===== src/rtl/msi_pkg.sv =====
// Shared encodings for the MSI request stage and its line storage.
//   ST_*  : per-line coherence state as seen by the MSI block (I/S/M)
//   WR_*  : WriteRead codes presented to the MSI block
//   HM_*  : HitMiss codes presented to the MSI block
//   ctrl_state_e : request controller FSM
package msi_pkg;

   localparam logic [2:0] ST_I = 3'b001;
   localparam logic [2:0] ST_S = 3'b010;
   localparam logic [2:0] ST_M = 3'b011;

   localparam logic [1:0] WR_READ  = 2'b00;
   localparam logic [1:0] WR_WRITE = 2'b01;
   localparam logic [1:0] WR_IDLE  = 2'b10;

   localparam logic [1:0] HM_MISS = 2'b00;
   localparam logic [1:0] HM_HIT  = 2'b01;

   typedef enum logic [2:0] {
      FSM_IDLE,
      FSM_LOOKUP,
      FSM_EVAL,
      FSM_WB,
      FSM_FILL,
      FSM_COMMIT
   } ctrl_state_e;

   // 000 is not a legal line state; the MSI block may emit it for "no
   // change requested" situations, so it collapses to Invalid.
   function automatic logic [2:0] legal_state(input logic [2:0] s);
      return (s == 3'b000) ? ST_I : s;
   endfunction

endpackage


===== src/rtl/msi_line_array.sv =====
// Direct-mapped line storage: per-line state, tag and one data word.
//   clk, rst_n            : clock, async active-low reset (state=I, tag/data=0)
//   rd_idx                : combinational read index
//   rd_state/tag/data     : contents of the indexed line
//   wr_idx                : single write port index
//   wr_state_en/wr_state  : state field write
//   wr_tag_en/wr_tag      : tag field write
//   wr_data_en/wr_data    : data field write
module msi_line_array
   import msi_pkg::*;
#(
   parameter int NUM_LINES = 4,
   parameter int INDEX_W   = 2,
   parameter int TAG_W     = 6,
   parameter int DATA_W    = 8
) (
   input  logic               clk,
   input  logic               rst_n,
   input  logic [INDEX_W-1:0] rd_idx,
   output logic [2:0]         rd_state,
   output logic [TAG_W-1:0]   rd_tag,
   output logic [DATA_W-1:0]  rd_data,
   input  logic [INDEX_W-1:0] wr_idx,
   input  logic               wr_state_en,
   input  logic [2:0]         wr_state,
   input  logic               wr_tag_en,
   input  logic [TAG_W-1:0]   wr_tag,
   input  logic               wr_data_en,
   input  logic [DATA_W-1:0]  wr_data
);

   logic [NUM_LINES-1:0][2:0]        state_q, state_d;
   logic [NUM_LINES-1:0][TAG_W-1:0]  tag_q,   tag_d;
   logic [NUM_LINES-1:0][DATA_W-1:0] data_q,  data_d;

   always_comb begin
      state_d = state_q;
      tag_d   = tag_q;
      data_d  = data_q;
      if (wr_state_en) state_d[wr_idx] = wr_state;
      if (wr_tag_en)   tag_d[wr_idx]   = wr_tag;
      if (wr_data_en)  data_d[wr_idx]  = wr_data;
   end

   always_ff @(posedge clk or negedge rst_n) begin
      if (!rst_n) begin
         for (int i = 0; i < NUM_LINES; i++) begin
            state_q[i] <= ST_I;
            tag_q[i]   <= '0;
            data_q[i]  <= '0;
         end
      end else begin
         state_q <= state_d;
         tag_q   <= tag_d;
         data_q  <= data_d;
      end
   end

   assign rd_state = state_q[rd_idx];
   assign rd_tag   = tag_q[rd_idx];
   assign rd_data  = data_q[rd_idx];

endmodule


===== src/rtl/msi_cache_line_ctrl.sv =====
// Upstream request stage for the MSI coherence block. Accepts one CPU
// request at a time, presents it to the MSI block for a single LOOKUP
// cycle, captures the MSI decision, runs memory write-back / fill and
// commits the new line state before answering the CPU.
//   Clock, Resetn                 : clock, async active-low reset
//   CpuReq*/CpuResp*              : CPU request / one-cycle response
//   WriteRead, HitMiss, StateCache: to MSI block (valid in LOOKUP only)
//   NewStateCache, WriteBackIn,
//   InvalidateIn                  : from MSI block, sampled at end of LOOKUP
//   MemWb*                        : victim write-back handshake
//   MemRd*                        : line fill handshake
//   DirInvalidate                 : one-cycle pulse in COMMIT on invalidate hit
module msi_cache_line_ctrl
   import msi_pkg::*;
#(
   parameter int ADDR_W    = 8,
   parameter int NUM_LINES = 4,
   parameter int DATA_W    = 8
) (
   input  logic              Clock,
   input  logic              Resetn,
   input  logic              CpuReqValid,
   output logic              CpuReqReady,
   input  logic              CpuReqWrite,
   input  logic [ADDR_W-1:0] CpuReqAddr,
   input  logic [DATA_W-1:0] CpuReqData,
   output logic              CpuRespValid,
   output logic              CpuRespHit,
   output logic [DATA_W-1:0] CpuRespData,
   output logic [1:0]        WriteRead,
   output logic [1:0]        HitMiss,
   output logic [2:0]        StateCache,
   input  logic [2:0]        NewStateCache,
   input  logic [1:0]        WriteBackIn,
   input  logic [1:0]        InvalidateIn,
   output logic              MemWbValid,
   output logic [ADDR_W-1:0] MemWbAddr,
   output logic [DATA_W-1:0] MemWbData,
   input  logic              MemWbAck,
   output logic              MemRdValid,
   output logic [ADDR_W-1:0] MemRdAddr,
   input  logic              MemRdAck,
   input  logic [DATA_W-1:0] MemRdData,
   output logic              DirInvalidate
);

   localparam int INDEX_W = $clog2(NUM_LINES);
   localparam int TAG_W   = ADDR_W - INDEX_W;

   ctrl_state_e       fsm_q,   fsm_d;
   logic [ADDR_W-1:0] addr_q,  addr_d;
   logic              wr_q,    wr_d;
   logic [DATA_W-1:0] wdata_q, wdata_d;
   logic [2:0]        nsc_q,   nsc_d;
   logic              wb_q,    wb_d;
   logic              inv_q,   inv_d;
   logic              hit_q,   hit_d;

   logic [INDEX_W-1:0] idx;
   logic [TAG_W-1:0]   req_tag;
   logic [2:0]         line_state;
   logic [TAG_W-1:0]   line_tag;
   logic [DATA_W-1:0]  line_data;
   logic               hit_now;

   logic               arr_state_en;
   logic               arr_tag_en;
   logic               arr_data_en;
   logic [DATA_W-1:0]  arr_data;

   assign idx     = addr_q[INDEX_W-1:0];
   assign req_tag = addr_q[ADDR_W-1:INDEX_W];
   assign hit_now = (line_tag == req_tag) && (line_state != ST_I);

   msi_line_array #(
      .NUM_LINES (NUM_LINES),
      .INDEX_W   (INDEX_W),
      .TAG_W     (TAG_W),
      .DATA_W    (DATA_W)
   ) u_lines (
      .clk         (Clock),
      .rst_n       (Resetn),
      .rd_idx      (idx),
      .rd_state    (line_state),
      .rd_tag      (line_tag),
      .rd_data     (line_data),
      .wr_idx      (idx),
      .wr_state_en (arr_state_en),
      .wr_state    (legal_state(nsc_q)),
      .wr_tag_en   (arr_tag_en),
      .wr_tag      (req_tag),
      .wr_data_en  (arr_data_en),
      .wr_data     (arr_data)
   );

   always_comb begin
      fsm_d   = fsm_q;
      addr_d  = addr_q;
      wr_d    = wr_q;
      wdata_d = wdata_q;
      nsc_d   = nsc_q;
      wb_d    = wb_q;
      inv_d   = inv_q;
      hit_d   = hit_q;
      unique case (fsm_q)
         FSM_IDLE: begin
            if (CpuReqValid) begin
               addr_d  = CpuReqAddr;
               wr_d    = CpuReqWrite;
               wdata_d = CpuReqData;
               fsm_d   = FSM_LOOKUP;
            end
         end
         FSM_LOOKUP: begin
            // MSI block has settled by now; freeze its decision.
            nsc_d = NewStateCache;
            wb_d  = (WriteBackIn == 2'b01);
            inv_d = (InvalidateIn == 2'b01);
            hit_d = hit_now;
            fsm_d = FSM_EVAL;
         end
         FSM_EVAL: begin
            if (wb_q)        fsm_d = FSM_WB;
            else if (!hit_q) fsm_d = FSM_FILL;
            else             fsm_d = FSM_COMMIT;
         end
         FSM_WB: begin
            if (MemWbAck) fsm_d = hit_q ? FSM_COMMIT : FSM_FILL;
         end
         FSM_FILL: begin
            if (MemRdAck) fsm_d = FSM_COMMIT;
         end
         FSM_COMMIT: fsm_d = FSM_IDLE;
         default:    fsm_d = FSM_IDLE;
      endcase
   end

   // Fill writes tag+data; commit writes state and, for writes, data.
   // The two never coincide, so one array port suffices.
   always_comb begin
      arr_state_en = (fsm_q == FSM_COMMIT);
      arr_tag_en   = (fsm_q == FSM_FILL) && MemRdAck;
      arr_data_en  = arr_tag_en || ((fsm_q == FSM_COMMIT) && wr_q);
      arr_data     = (fsm_q == FSM_COMMIT) ? wdata_q : MemRdData;
   end

   always_ff @(posedge Clock or negedge Resetn) begin
      if (!Resetn) begin
         fsm_q   <= FSM_IDLE;
         addr_q  <= '0;
         wr_q    <= 1'b0;
         wdata_q <= '0;
         nsc_q   <= ST_I;
         wb_q    <= 1'b0;
         inv_q   <= 1'b0;
         hit_q   <= 1'b0;
      end else begin
         fsm_q   <= fsm_d;
         addr_q  <= addr_d;
         wr_q    <= wr_d;
         wdata_q <= wdata_d;
         nsc_q   <= nsc_d;
         wb_q    <= wb_d;
         inv_q   <= inv_d;
         hit_q   <= hit_d;
      end
   end

   // Outputs decode straight from the FSM so reset takes effect at once.
   // Outside LOOKUP the MSI-facing bus looks like an idle, invalid line.
   always_comb begin
      CpuReqReady   = (fsm_q == FSM_IDLE);
      WriteRead     = WR_IDLE;
      HitMiss       = HM_MISS;
      StateCache    = ST_I;
      MemWbValid    = 1'b0;
      MemWbAddr     = '0;
      MemWbData     = '0;
      MemRdValid    = 1'b0;
      MemRdAddr     = '0;
      CpuRespValid  = 1'b0;
      CpuRespHit    = 1'b0;
      CpuRespData   = '0;
      DirInvalidate = 1'b0;
      unique case (fsm_q)
         FSM_LOOKUP: begin
            WriteRead  = wr_q ? WR_WRITE : WR_READ;
            HitMiss    = hit_now ? HM_HIT : HM_MISS;
            StateCache = line_state;
         end
         FSM_WB: begin
            MemWbValid = 1'b1;
            MemWbAddr  = {line_tag, idx};
            MemWbData  = line_data;
         end
         FSM_FILL: begin
            MemRdValid = 1'b1;
            MemRdAddr  = addr_q;
         end
         FSM_COMMIT: begin
            CpuRespValid  = 1'b1;
            CpuRespHit    = hit_q;
            CpuRespData   = wr_q ? '0 : line_data;
            DirInvalidate = inv_q;
         end
         default: ;
      endcase
   end

endmodule


===== config.mk =====
export PLATFORM = sky130hd
export DESIGN_NAME = msi_cache_line_ctrl
export DESIGN_NICKNAME = d
export VERILOG_FILES = /design/src/rtl/msi_pkg.sv /design/src/rtl/msi_line_array.sv /design/src/rtl/msi_cache_line_ctrl.sv
export SDC_FILE = /design/constraint.sdc
export NUM_CORES = 1
export LEC_CHECK = 0
export CORE_UTILIZATION = 57
export DETAILED_ROUTE_END_ITERATION = 8
export GPL_TIMING_DRIVEN = 0
export MAX_ROUTING_LAYER = met4
export PLACE_DENSITY = 0.82
export SLEW_MARGIN = 20
export SYNTH_ARGS = -nofsm -noshare
export SYNTH_HDL_FRONTEND = slang
export SYNTH_SLANG_ARGS = --single-unit

===== constraint.sdc =====
create_clock -name Clock -period 5.84 [get_ports Clock]
set_input_delay 1.168 -clock Clock [delete_from_list [all_inputs] [get_ports Clock]]
set_output_delay 1.168 -clock Clock [all_outputs]
set_load 0.02 [all_outputs]

==> results of run 1 <==
## routing by layer
metal  vias up  global-route usage, %  share of wire, %
met5         -                      -                 0
met4         0                   7.28               1.3
met3        11                   6.28               4.9
met2        93                   41.9                50
met1      1580                   36.7                44
li1       1466                      -                 -
## report_power, final
part           leakage, nW  internal, mW  switching, mW
clock network       0.0996         0.174          0.236
registers             1.15         0.976          0.202
logic                 1.22         0.656          0.614
total                 2.46          1.81           1.05
## state kept, by name, indices dropped and copies added, names as in the netlist
name / count
addr_q: 8
wr_q: 1
u_lines.data_q: 32
nsc_q: 3
inv_q: 1
wb_q: 1
fsm_q: 3
u_lines.state_q: 12
wdata_q: 8
hit_q: 1
u_lines.tag_q: 24
## path summary, 6_finish.rpt
path | end | cells after the start | slack, ps | from
min | nsc_q[0] | 2 | 470 | nsc_q[0]
min reg2reg | nsc_q[0] | 2 | 470 | nsc_q[0]
max reg2reg | u_lines.data_q[27] | 5 | 3770 | addr_q[1]
max in group asynchronous | nsc_q[0] | 2 | 4500 | Resetn
min in group asynchronous | u_lines.tag_q[12] | 1 | 710 | Resetn
max | MemWbAddr[7] | 5 | 1590 | fsm_q[1]
## synthesized netlist by cell type, types with 2 or more instances
cell type   n
dfrtp_1    89
nor2_1     42
and2_1     35
a21oi_1    34
mux2_2     29
mux2_1     24
nand2_1    16
mux4_2     15
buf_2      12
mux2i_1     8
dfstp_2     5
inv_1       5
buf_4       4
clkbuf_1    4
nor3_1      3
nor3_2      3
or2_1       3
xnor2_1     3
xor2_1      3
buf_6       2
mux4_1      2
nand2b_1    2
nand3b_1    2
nor3b_1     2
o22ai_1     2
## kinds of logic after synthesis
logic type,count (synthesis)
AOI/OAI and AO/OA,44
muxes,79
DFF,94
xor gates and xnor gates,6
buffers and inverters,28
other,1
and+or+nand+nor,116
## tightest hold or removal path, stage by stage, from the launching register on
cell	delay (ps)
dfstp_2	380
nand2_1	50
nand2_1	50
## cells in the final DEF, fill, tap and decap left out, types with 2 or more instances in the layout
cell	Yosys	final
a21oi_1	34	34
and2_1	35	35
buf_2	12	12
buf_4	4	4
buf_6	2	3
clkbuf_1	4	4
clkbuf_8	0	10
clkdlybuf4s50_1	0	79
dfrtp_1	89	89
dfstp_2	5	5
inv_1	5	5
inv_6	0	3
mux2_1	24	24
mux2_2	29	29
mux2i_1	8	8
mux4_1	2	2
mux4_2	15	15
nand2_1	16	16
nand2b_1	2	2
nand3b_1	2	2
nor2_1	42	42
nor3_1	3	3
nor3_2	3	3
nor3b_1	2	2
o22ai_1	2	2
or2_1	3	3
xnor2_1	3	3
xor2_1	3	3
## metrics by stage
step | area (um2) | total power [mW] | instances | hold WS [ps] | setup WS, ps
3_5_place_dp | 5470 | 2.47 | 551 | 460 | 2020
6_report | 5660 | 2.86 | 567 | 470 | 1590
4_1_cts | 5660 | 2.88 | 567 | 478 | 1590
5_1_grt | 5660 | 3.05 | 567 | 493 | 1360
3_3_place_gp | 5440 | 2.40 | 550 | 448 | 292
2_1_floorplan | 4510 | 2.05 | 368 | 431 | 2860
## area by class of cell
type                            count  area, um2  area share, %
Clock buffer                       10        138           2.43
Clock inverter                      6       51.3          0.907
Multi-Input combinational cell    246       2000           35.4
Sequential cell                    94       2360           41.7
Inverter                            6       22.5          0.398
Buffer                             22        128           2.26
Timing Repair Buffer               81        830           14.7
Tap cell                          102        128           2.26
==> metrics.yaml, run 1 <==
worst_pin_slew_ps: 938
holdCritPathClass: "flop to flop"
grt_setup_unrepaired: "no"
postCtsSetupRepairBufs: 0
report.final.hold_viol_count: 0
fillers: 534
drt_pass1_iterations: 4
routedWlPerCell_um: 17.4
synthesized_instance_count: 368
grt_pass1_vias: 3278
hpwl_um: 7320
antenna_found_initial: 0
setup_viol_count_final: 0
path_class: "flop to output port"
route.vias.total: 3150
drt-initial-drc-count: 129
async_reset_ff_share_pct: 100
ctsHtreeMaxLevel: 3
cts_buffers: 9
layout-drive-gt1-share_pct: 20.4
min_period_ps: 4250
clk_path_buf_depth: 2
finalCoreUtilization_pct: 73.6
cp_cell_sequence: "buf_2 > nor3b_1 > clkbuf_1 > and2_2 > clkdlybuf4s50_1"
worst-endpoint-required_ps: 4670
combinational_family_with_the_most_area_after_synthesis: "multiplexers"
critPathCaptureType: "output port"
design.core.area_mm2: 0.00769
area_growth_syn_to_layout_pct: 25.4
io_buffers: 80
detail_route.drc_violations: 0
via_per_inst: 5.56
synth.cell_area_mm2: 0.00451
slew_headroom_pct: 37.4
synth_seq_area_share_pct: 52.3
post_cts_resize_count: 0
path_buf_inv: 3
wl_um: 9880
synth.mux.area_fraction_pct: 24.0
synth_ff_type: "dfrtp_1"
initial_utilization_pct: 58.7
netlist-cell-type-count: 44
top_level_ports: 82
synth_fp_nets: 405
yosys.area.top_type: "dfrtp_1"
power_density_mw_per_mm2: 506
synth_fa_ha_area_share_pct: 0
cap_viol_max_count: 0
critical_path.slowest_cell: "nor3b_1"
timing.clock.skew_ps: 11.7
start_kind: "flop"
cts_root_buf: "clkbuf_8"
clock.fmax_mhz: 235
synth-compound-area-share_pct: 5.58
setup_total_negative_slack_ps: 0
post_synth.cell_area_avg_um2: 12.3
cts_tree: "built"
synth_edf_count: 0
grt_pass1_wl_um: 16500
die-width_um: 90.9
p_leak_nw: 2.46
final_min_period_over_clock_period_pct: 72.7
grt.overflow.total: 0
synth_simple_gate_area_share_pct: 13.6
synthTopCellsByArea: "dfrtp_1 49%, mux4_2 7.5%, mux2_2 7.2%, mux2_1 6.0%, and2_1 4.9%"
crit_path_max_incr_delay_ps: 790
num-nets-final: 497
synth-seq-cells: 94
post_synth_xor_area_fraction_pct: 1.17
floorplan.die.height_um: 90.9
clock_latency_ps: 360
grt_util_all_layers_pct: 27.1
gp_congestion: 0.804
maximum_number_of_pins_on_one_net_before_global_route_repair: 49
irDropWorstVdd_mv: 0.272
synthDominantCellAreaShare_pct: 49.4
cp_data_arrival_time_ps: 3080
ant_nets: 0
antenna_diode_count: 0
crit_path_max_fanout: 10
critical_path.top_delay_family: "buffers and inverters"
number_of_warnings_printed_during_yosys_synthesis: 0
holdBufCountCts: 0
clock_sink_count: 94
slew_viol_final: 0
standard_cell_rows: 32
fp.dieArea_mm2: 0.00827
run_status: "complete, no violations"
cts.reportedPaths.clkPinSlew_ps: 90
Power figures use the tool's default switching activity.
==> run 2, diff against run 1 <==
Settings changed: CORE_UTILIZATION 57 to 53, PLACE_DENSITY 0.82 to 0.77.
Clock period 5.84 ns to 4.05 ns, I/O delays scaled along.
==> run 2 against run 1 <==
  * Via count is 0.48% higher
  * Wire length is 2.4% higher
  * Setup slack worse by 1200 ps
  * Clock power is 35% higher
  * Final cell count is 0.53% higher
  * Total power is 43% higher
  * Register-to-register slack worse by 1800 ps
  * Sequential cell count stayed put
  * Largest power group unchanged
==> metrics.yaml, run 2 (same netlist as run 1, synthesis figures left out) <==
rrSetupSlack_ps: 1940  # -1830 ps
standard_cell_rows: 33  # +3.1%
run_status: "complete, no violations"
antenna_diode_count: 0  # unchanged
endpoint: "HitMiss[0]"
grt_pass1_wl_um: 16700  # +1.4%
cts_root_buf: "clkbuf_8"
crit_path_max_fanout: 10  # unchanged
reg2reg_to: "u_lines.data_q[19]"
min_period_ps: 3610
num-nets-final: 497  # unchanged
grt.overflow.total: 0  # unchanged
path_class: "flop to output port"
clock_latency_ps: 360  # about the same
grt_util_all_layers_pct: 26.4  # -0.68 points
gp_congestion: 0.813  # +1.1%
register_with_the_most_flip_flops: "u_lines.data_q"
top_level_ports: 82  # unchanged
floorplan.die.height_um: 94.2  # +3.6%
critical_path.startpoint: "addr_q[0]"
final_min_period_over_clock_period_pct: 89.1
irDropWorstVdd_mv: 0.376  # +38%
power_density_mw_per_mm2: 725  # +43%
wl_um: 10100  # +2.4%
ctsHtreeMaxLevel: 3  # unchanged
start_kind: "flop"
worst_r2r_startpoint: "fsm_q[2]"
fp.dieArea_mm2: 0.00888  # +7.4%
via_per_inst: 5.55  # about the same
drt-initial-drc-count: 211  # +64%
area_growth_syn_to_layout_pct: 25.2
routedWlPerCell_um: 17.8  # +1.9%
grt_pass1_vias: 3238  # -1.2%
cts_tree: "built"
maximum_number_of_pins_on_one_net_before_global_route_repair: 64  # +31%
io_buffers: 80  # unchanged
p_leak_nw: 2.45  # -0.74%
design.core.area_mm2: 0.00822  # +6.9%
setup_ws_ps: 439  # -1150 ps
die-width_um: 94.2  # +3.6%
detail_route.drc_violations: 0  # unchanged
worst-endpoint-required_ps: 3240  # -1430 ps
clock.fmax_mhz: 277
timing.clock.skew_ps: 11.2  # -0.530 ps
grt_setup_unrepaired: "no"
ant_nets: 0  # unchanged
slew_viol_final: 0  # unchanged
clk_path_buf_depth: 2  # unchanged
flip_flop_count_of_the_largest_register_all_copies_and_words_added: 32  # unchanged
setup_total_negative_slack_ps: 0  # unchanged
clock_sink_count: 94  # unchanged
hpwl_um: 7310  # -0.24%
drt_pass1_iterations: 4  # unchanged
holdBufCountCts: 0  # unchanged
report.final.hold_viol_count: 0  # unchanged
worst_pin_slew_ps: 719  # -218 ps
holdCritPathClass: "primary input to asynchronous set/reset pin"
layout-drive-gt1-share_pct: 20.0  # -0.43 points
final_cell_mix: "89 x dfrtp_1, 79 x clkdlybuf4s50_1, 42 x nor2_1"
route.vias.total: 3165  # +0.48%
cp_data_arrival_time_ps: 2800  # -280 ps
reg2regPathDepth: 7  # +2
mostFrequentLayoutCell: "dfrtp_1"
cts_buffers: 9  # unchanged
power_mw: 4.09  # +43%
slew_headroom_pct: 51.7  # +14 points
place_ws_ps: 619  # -1400 ps
cts.reportedPaths.clkPinSlew_ps: 90  # about the same
setup_viol_count_final: 0  # unchanged
antenna_found_initial: 0  # unchanged
cap_viol_max_count: 0  # unchanged
largest_registers: "u_lines.data_q (32), u_lines.tag_q (24), u_lines.state_q (12)"
critPathCaptureType: "output port"
initial_utilization_pct: 54.9  # -3.8 points
-- run 2: changes by cell type in the layout (fill, tap and decap cells not counted) --
cell | previous run | this run
clkbuf_1 | 4 | 7
clkinv_4 | 1 | 0
clkinvlp_4 | 0 | 2
inv_6 | 3 | 0
inv_8 | 1 | 0
nor3b_1 | 2 | 1
nor3b_2 | 0 | 1
-- run 2: what timing repair did --
item                       in CTS  in global routing
resized for setup               0                  1
setup endpoints to repair       0                  3
setup buffers                   0                  0
-- run 2: routing by layer --
| metal | vias to the layer above | part of all wire [%] | track usage, % |
|---|---|---|---|
| li1 | 1455 | - | - |
| met1 | 1593 | 44 | 35.4 |
| met2 | 107 | 48 | 40.2 |
| met3 | 10 | 6.1 | 4.61 |
| met4 | 0 | 1.4 | 10.6 |
| met5 | - | 0 | - |
-- run 2: how the worst min path moves through the flow --
stage	cells after the start	startpoint	endpoint	slack (ps)
finish	1	Resetn	u_lines.data_q[13]	310
floorplan	2	wb_q	wb_q	430
detailed placement	2	nsc_q[0]	nsc_q[0]	460
global placement	2	nsc_q[0]	nsc_q[0]	450
CTS	1	Resetn	u_lines.data_q[13]	320
global route	1	Resetn	u_lines.data_q[13]	320
-- run 2: metrics by stage --
step	instances	hold slack [ps]	instance area, um2	utilization, %
2_1_floorplan	368	431	4510	-
3_3_place_gp	553	449	5440	66.2
3_5_place_dp	554	459	5470	66.6
4_1_cts	570	320	5640	68.6
5_1_grt	570	324	5640	68.7
6_report	570	313	5640	68.7
-- run 2: cell type report --
type / instances / area (um2)
plain buffers: 22 / 128
repair buffers: 81 / 830
inverters: 6 / 22.5
clock buffers: 13 / 149
multi-input cells: 246 / 2010
clock inverters: 3 / 20.0
well taps: 105 / 131
fillers: 601 / 2570
flip-flops and latches: 94 / 2360
-- run 2: worst max-delay path: stages, from the launching register on --
cell,delay [ps]
dfrtp_1,360
buf_6,150
buf_6,190
mux4_2,550
a2111o_1,440
nor2_1,130
clkdlybuf4s50_1,630
-- run 2: report_power, final --
group / switching, mW / total, mW / internal [mW]
clock: 0.315 / 0.555 / 0.240
combinational: 0.884 / 1.83 / 0.948
sequential: 0.295 / 1.70 / 1.41
total: 1.49 / 4.09 / 2.60
==> run 3, diff against run 2 <==
Settings changed: PLACE_DENSITY 0.77 to 0.84.
==> run 3 against run 2 <==
  * Non-clock buffer count did not move
  * Critical path depth fell by 1
  * Count of clock-buffer cells in the layout fell by 3
  * Global-route usage fell by 0.63 points
  * Clock power rose by 9.9%
  * Sequential cell count did not move
  * Combinational power barely moved
  * Maximum frequency fell by 5.2%
  * Sequential power barely moved
  * Wire length rose by 0.90%
  * Register-to-register slack got worse by 20 ps
  * Final cell count did not move
  * Largest power group unchanged
  * Highest routed layer unchanged
==> metrics.yaml, run 3 (same netlist as run 1, synthesis figures left out) <==
cts.reportedPaths.clkPinSlew_ps: 90  # about the same
cp_data_arrival_time_ps: 3000  # +200 ps
standard_cell_rows: 33  # unchanged
fp.dieArea_mm2: 0.00888  # unchanged
timing.clock.skew_ps: 7.47  # -3.70 ps
critical_path.top_delay_family: "buffers and inverters"
post_place_instance_area_mm2: 0.00547  # about the same
slew_viol_final: 0  # unchanged
antenna_diode_count: 0  # unchanged
area_growth_syn_to_layout_pct: 25.4
power_mw: 4.17  # +1.8%
drt_pass1_iterations: 5  # +1
run_status: "complete, no violations"
crit_path_max_incr_delay_ps: 790  # +160 ps
wl_um: 10200  # +0.90%
maximum_number_of_pins_on_one_net_before_global_route_repair: 49  # -23%
start_kind: "flop"
top_level_ports: 82  # unchanged
initial_utilization_pct: 54.9  # unchanged
cp_cell_sequence: "buf_2 > nor3b_1 > clkbuf_1 > and2_1 > clkdlybuf4s50_1"
cts_root_buf: "clkbuf_8"
cts_buffers: 9  # unchanged
critical_path.slowest_cell: "nor3b_1"
finalCoreUtilization_pct: 68.8  # +0.14 points
detail_route.drc_violations: 0  # unchanged
p_leak_nw: 2.46  # +0.56%
largest_registers: "u_lines.data_q (32), u_lines.tag_q (24), u_lines.state_q (12)"
clk_path_buf_depth: 2  # unchanged
slew_headroom_pct: 37.4  # -14 points
min_period_ps: 3810  # +199 ps
irDropWorstVdd_mv: 0.358  # -4.9%
gp_congestion: 0.823  # +1.3%
drt-initial-drc-count: 212  # +0.47%
layout-drive-gt1-share_pct: 20.2  # +0.22 points
final_cell_mix: "89 x dfrtp_1, 79 x clkdlybuf4s50_1, 42 x nor2_1"
worst_pin_slew_ps: 937  # +218 ps
antenna_found_initial: 0  # unchanged
post_cts_resize_count: 0  # unchanged
path_class: "flop to output port"
path_buf_inv: 3  # unchanged
clock_latency_ps: 360  # about the same
hpwl_um: 7470  # +2.3%
ctsHtreeMaxLevel: 3  # unchanged
stdcell_area_mm2: 0.00566  # +0.20%
holdBufCountCts: 0  # unchanged
routedWlPerCell_um: 17.9  # +0.90%
route.vias.total: 3202  # +1.2%
design.core.area_mm2: 0.00822  # unchanged
grt.overflow.total: 0  # unchanged
crit_path_max_fanout: 10  # unchanged
setup_viol_count_final: 0  # unchanged
via_per_inst: 5.62  # +1.2%
grt_pass1_wl_um: 16500  # -1.2%
clock_sink_count: 94  # unchanged
floorplan.die.height_um: 94.2  # unchanged
grt_pass1_vias: 3290  # +1.6%
final_min_period_over_clock_period_pct: 94.1  # +4.9 points
cap_viol_max_count: 0  # unchanged
flip_flop_count_of_the_largest_register_all_copies_and_words_added: 32  # unchanged
report.final.hold_viol_count: 0  # unchanged
mostFrequentLayoutCell: "dfrtp_1"
postCtsSetupRepairBufs: 0  # unchanged
holdCritPathClass: "primary input to asynchronous set/reset pin"
grt_setup_unrepaired: "no"
die-width_um: 94.2  # unchanged
io_buffers: 80  # unchanged
grt_util_all_layers_pct: 25.8  # -0.63 points
power_density_mw_per_mm2: 737  # +1.6%
worst-endpoint-required_ps: 3240  # about the same
num-nets-final: 497  # unchanged
cts_tree: "built"
clock.fmax_mhz: 262  # -5.2%
ant_nets: 0  # unchanged
critPathCaptureType: "output port"
register_with_the_most_flip_flops: "u_lines.data_q"
[run 3: cell type report]
type / count / area (um2)
inverter: 6 / 22.5
multi-input combinational: 246 / 2000
sequential: 94 / 2360
buffer: 22 / 128
timing repair buffer: 81 / 826
clock buffer: 10 / 128
tap: 105 / 131
fill: 611 / 2560
clock inverter: 6 / 61.3
[run 3: metal layers]
metal / share of wire, % / up-vias / routed length, um / GRT usage [%]
met5: 0 / - / 0 / -
met4: 2.3 / 0 / 237 / 11.9
met3: 4.8 / 20 / 494 / 3.16
met2: 49 / 117 / 5000 / 39.6
met1: 44 / 1602 / 4480 / 34.4
li1: - / 1463 / - / -
[run 3: worst paths after layout]
| kind | endpoint | slack [ps] | from | cells past startpoint |
|---|---|---|---|---|
| min in group Clock | nsc_q[0] | 470 | nsc_q[0] | 2 |
| worst max-delay path | MemWbAddr[4] | 240 | fsm_q[1] | 5 |
| max in group asynchronous | u_lines.data_q[27] | 2940 | Resetn | 2 |
| worst min register to register | nsc_q[0] | 470 | nsc_q[0] | 2 |
| worst min-delay path | u_lines.tag_q[1] | 460 | Resetn | 1 |
| worst max register to register | u_lines.data_q[25] | 1920 | fsm_q[2] | 7 |
[run 3: report_power, final]
part	internal (mW)	switching [mW]	total (mW)
combinational	0.946	0.893	1.84
sequential	1.41	0.307	1.72
clock	0.285	0.325	0.610
total	2.64	1.52	4.17
[run 3: metrics by stage]
step                TNS, ps  instances  worst slack, ps  hold WS (ps)
finish                    0        570              240           458
global route              0        570             24.2           498
CTS                       0        570              169           473
detailed placement        0        554              567           461
global placement     -95750        553            -1080           450
floorplan                 0        368             1420           431
